### src/rtl/contador_decadico_crescente_pkg.sv
// Shared BCD constants and nibble helpers for the decade up-counter.
package contador_decadico_crescente_pkg;

  localparam int              BCD_W   = 4;
  localparam logic [BCD_W-1:0] BCD_MAX = 4'd9;

  // True when the nibble is a legal decimal digit.
  function automatic logic is_bcd(input logic [BCD_W-1:0] nibble);
    return (nibble <= BCD_MAX);
  endfunction

  // Legal digits pass through; A-F collapse to 0 so no illegal value is ever stored.
  function automatic logic [BCD_W-1:0] sanitize_bcd(input logic [BCD_W-1:0] nibble);
    return is_bcd(nibble) ? nibble : '0;
  endfunction

endpackage

### src/rtl/contador_decadico_crescente_bcd_digit_up.sv
// One BCD digit of the up-counter: load, increment with 9->0 rollover, or hold.
module bcd_digit_up
  import contador_decadico_crescente_pkg::*;
(
  input  logic             clk,
  input  logic             clear,
  input  logic             load,
  input  logic [BCD_W-1:0] ld_nibble,
  input  logic             inc,
  output logic [BCD_W-1:0] q,
  output logic             is_nine
);

  // Digit register: load has priority over increment; clear zeroes it asynchronously.
  // NOTE: sequential state uses non-blocking (<=) so every flop samples pre-edge values.
  always_ff @(posedge clk or negedge clear) begin
    if (!clear) begin
      q <= '0;
    end else if (load) begin
      q <= sanitize_bcd(ld_nibble);
    end else if (inc) begin
      q <= (q == BCD_MAX) ? '0 : q + BCD_W'(1);
    end
  end

  assign is_nine = (q == BCD_MAX);

endmodule

### src/rtl/contador_decadico_crescente.sv
// Synchronous multi-digit BCD up-counter with preset load, cascade carry,
// wrap pulse and invalid-load pulse. All digits are clocked by clk.
module contador_decadico_crescente
  import contador_decadico_crescente_pkg::*;
#(
  parameter int DIGITS = 2
) (
  input  logic                    clk,
  input  logic                    clear,
  input  logic                    enable,
  input  logic                    load,
  input  logic [BCD_W*DIGITS-1:0] load_value,
  output logic [BCD_W*DIGITS-1:0] bcd,
  output logic                    terminal,
  output logic                    carry_out,
  output logic                    wrap,
  output logic                    load_error
);

  logic [DIGITS-1:0] is_nine;
  logic              count_en;
  logic              any_invalid;

  // Load overrides counting, so an increment is only requested when not loading.
  assign count_en = enable & ~load;

  // Digit i advances when counting and every lower digit is 9 (parallel carry, no ripple clock).
  for (genvar gi = 0; gi < DIGITS; gi++) begin : g_digit
    logic digit_inc;
    if (gi == 0) begin : g_lsd
      assign digit_inc = count_en;
    end else begin : g_upper
      assign digit_inc = count_en & (&is_nine[gi-1:0]);
    end

    bcd_digit_up u_digit (
      .clk       (clk),
      .clear     (clear),
      .load      (load),
      .ld_nibble (load_value[gi*BCD_W +: BCD_W]),
      .inc       (digit_inc),
      .q         (bcd[gi*BCD_W +: BCD_W]),
      .is_nine   (is_nine[gi])
    );
  end

  assign terminal  = &is_nine;
  assign carry_out = terminal & count_en;

  // Flag a load value containing any nibble above 9.
  // NOTE: the default before the loop keeps this purely combinational (no latch).
  always_comb begin
    any_invalid = 1'b0;
    for (int i = 0; i < DIGITS; i++) begin
      if (!is_bcd(load_value[i*BCD_W +: BCD_W])) any_invalid = 1'b1;
    end
  end

  // Single-cycle status pulses, recomputed every edge so they never stick.
  always_ff @(posedge clk or negedge clear) begin
    if (!clear) begin
      wrap       <= 1'b0;
      load_error <= 1'b0;
    end else begin
      wrap       <= count_en & terminal;
      load_error <= load & any_invalid;
    end
  end

endmodule

### config.mk
export PLATFORM = sky130hd
export DESIGN_NAME = contador_decadico_crescente
export DESIGN_NICKNAME = d
export VERILOG_FILES = /design/src/rtl/contador_decadico_crescente_pkg.sv /design/src/rtl/contador_decadico_crescente_bcd_digit_up.sv /design/src/rtl/contador_decadico_crescente.sv
export SDC_FILE = /design/constraint.sdc
export NUM_CORES = 1
export LEC_CHECK = 0
export BUFFER_PORTS_ARGS = -buffer_cell sky130_fd_sc_hd__buf_4
export CORE_MARGIN = 2
export CORE_UTILIZATION = 30
export DETAILED_ROUTE_END_ITERATION = 10
export PLACE_DENSITY_LB_ADDON = 0.15
export RECOVER_POWER = 25
export SETUP_SLACK_MARGIN = 0.1
export SYNTH_ARGS = -nofsm -noshare
export SYNTH_HDL_FRONTEND = slang
export SYNTH_SLANG_ARGS = --single-unit
export TNS_END_PERCENT = 100
### constraint.sdc
create_clock -name clk -period 2.15 [get_ports clk]
set_clock_uncertainty 0.2 [all_clocks]
set_input_delay 0.43 -clock clk [delete_from_list [all_inputs] [get_ports clk]]
set_output_delay 0.43 -clock clk [all_outputs]
set_load 0.05 [all_outputs]
==> impl_metrics.ini <==
[synthesis]
synth.ff_latch_count = 10
ys_seq_area_share_pct = 41.2
syn_area_um2 = 607
syn_avg_cell_area_um2 = 9.34
yosysTopAreaCell = dfrtp_1
synth_cell_types = 29
yosys_warnings = 0
synth_fp_nets = 77
yosysTopAreaCellShare_pct = 41.2
synthCells = 65
ys_top_cells_by_area = dfrtp_1 (41%), a21oi_1 (4.9%), xnor2_1 (4.3%), and4bb_2 (4.1%), o21ai_0 (4.1%)

[run_status]
outcome = finished, final reports clean

[timing]
tns_ns = 0
post-route-period-util_pct = 97.1
setup_viol = 0
min_period_ns = 2.09
hold_violations = 0
rsz0062_at_grt = true
timing.fmax_mhz = 479
maxSlewViolCount = 0
slew_headroom_pct = 61.6
max_slew.worst_pin.slew_ns = 0.577

[pwr]
power_density_nw_per_um2 = 581
power.leakage_nw = 0.429
irDropWorstVdd_uv = 382

[placement]
dp_hpwl_um = 1060
gp_congestion = 0.742
io_buffers = 23

[critical_path]
r2r-end = wrap$_DFF_PN0_
crit_type = reg2out
path_cells = and4bb_2 > nand3_4 > nor4_4 > buf_6
ff2ff_path_depth = 9
cp.buffers_inverters = 1
cp.arrival_ns = 1.46
crit_fanout = 3
worstReg2RegStart = g_digit[0].u_digit.q[3]$_DFFE_PN0P_
crit_family = simple AND/OR/NAND/NOR gates
setup.worst_path.start_class = flip-flop
slowest_delay_ns = 0.40
end_kind = output pin
r2r_setup_slack_ns = 0.28
worst_ep_required_time_ns = 1.52
cp.depth = 4
slowest_stage = dfrtp_2

[clock_network]
numCtsBuffers = 3
cts_tree = done
path_clk_slew_ns = 0.07
clockBufferDepth = 2
cts_htree_levels = 1
clock_latency_ns = 0.26
ctsRootBufferMaster = clkbuf_4
clock-sinks = 10

[global_routing]
grt_pass1_wl_um = 2480
grt_use_total_pct = 13.7
gr-usage-met3_pct = 3.37
met2_usage_pct = 19.9
grt_max_degree = 18
grt-ovfl-total = 0
antenna_found_initial = 0
grtUsageMet1_pct = 19.4
top_usage_layer = met2
grt_pass1_vias = 561

[layout]
final_common_cell = buf_4
syn_to_final_growth_pct = 55.5
nNetsFinal = 113
diodes = 0
drive_gt1_share_pct = 48.0
final_cell_mix = buf_4 (31), a21oi_1 (6), dfrtp_1 (6), o21ai_0 (5), dfrtp_2 (4)
final_util_pct = 48.6

[min_path]
worstHoldStart = load_value[7]
hp-class = in2reg
whs_path_depth = 2
hold_end = g_digit[1].u_digit.q[2]$_DFFE_PN0P_

[floorplanning]
num_rows = 16
coreArea_um2 = 1940
die_x_um = 49.0
start_util_pct = 31.3
pin_count = 24
die-area_um2 = 2400
die_height_um = 49.0

[routing]
drc = 0
ant_nets = 0
drt-vias-per-instance = 4.70
drt-wirelength-per-cell_um = 11.6
routed_wl_um = 1480
drt_iter0_drc = 5
vias = 597
first_pass_iters = 3

[flow_run]
maxCapViolCount = 0
-- worst register-to-register path: stages (launching register included) --
cell and delay, ns:
dfrtp_2 0.43, and4bb_2 0.28, nand3_4 0.08, nor4_4 0.04, buf_4 0.14, buf_4 0.12
buf_4 0.12, buf_4 0.12, buf_4 0.12, buf_4 0.12
-- kinds of logic after synthesis --
logic type / count (synthesis) / synth area share, %
simple gates: 23 / 25.8
xor+xnor: 5 / 7.22
compound gates: 19 / 18.4
buf+inv: 7 / 5.77
mux: 1 / 1.65
flops: 10 / 41.2
-- state kept, by name, summed over array words and instances (netlist names) --
register           flops
wrap                   1
g_digit.u_digit.q      8
load_error             1
-- worst max-delay path by stage --
| stage | start | end | slack (ns) |
|---|---|---|---|
| after floorplan | g_digit[0].u_digit.q[2]$_DFFE_PN0P_ | carry_out | -0.14 |
| after global placement | g_digit[0].u_digit.q[2]$_DFFE_PN0P_ | carry_out | 0.22 |
| after detailed placement | g_digit[0].u_digit.q[2]$_DFFE_PN0P_ | carry_out | 0.20 |
| after CTS | g_digit[0].u_digit.q[1]$_DFFE_PN0P_ | carry_out | 0.04 |
| after global routing | g_digit[0].u_digit.q[2]$_DFFE_PN0P_ | carry_out | -0.03 |
| final | g_digit[0].u_digit.q[2]$_DFFE_PN0P_ | carry_out | 0.06 |
-- synth_stat cells --
cell type	count
nand3_1	3
buf_4	2
o21ai_1	2
nand4_1	1
xnor2_1	3
nor4_1	2
o21ai_0	5
inv_1	3
o2111ai_1	1
and4bb_2	2
clkbuf_1	1
nand2_4	1
a22o_1	1
xor2_1	2
nor2_1	2
buf_2	1
nor3_1	2
o22ai_1	2
nand3b_1	3
nand2_1	3
a21oi_1	6
and3_2	1
mux2i_1	1
a22oi_1	1
and4b_2	1
nor2b_1	1
nand3_2	1
a2bb2oi_1	1
dfrtp_1	10
-- routing by layer --
metal  share of wire [%]  wire length, µm
met5                   0                0
met4                 1.3               19
met3                 5.8               86
met2                  43              635
met1                  50              734
-- layout make-up --
cell class / instances / area, µm²
clock buffers: 4 / 26.3
fillers: 211 / 998
inverters: 3 / 11.3
multi-input cells: 48 / 344
flip-flops and latches: 10 / 255
well taps: 27 / 33.8
repair buffers: 35 / 273
-- power breakdown --
part           switching, W  total, W  internal [W]
Sequential        0.0000166  0.000222      0.000205
Clock             0.0000650  0.000137     0.0000715
Combinational      0.000119  0.000190     0.0000711
Total              0.000200  0.000548      0.000348
-- through the flow --
| stage | hold slack [ns] | power [W] | area [µm²] | instances | setup slack, ns |
|---|---|---|---|---|---|
| floorplan | -0.0656 | 0.000346 | 627 | 65 | -0.137 |
| global placement | 0.0698 | 0.000413 | 832 | 114 | 0.219 |
| detailed placement | 0.0725 | 0.000412 | 832 | 114 | 0.199 |
| CTS | 0.178 | 0.000556 | 943 | 127 | 0.0371 |
| global route | 0.187 | 0.000583 | 943 | 127 | -0.0305 |
| finish | 0.182 | 0.000548 | 943 | 127 | 0.0634 |
-- what timing repair did --
action                                  4_1_cts  5_1_grt
resized for setup                             3        2
pin swaps                                     2        1
hold buffers                                  1        0
hold endpoints to repair                     10        0
endpoints found under the setup margin        2        2
buffers inserted                              8        0
Power figures use the tool's default switching activity.
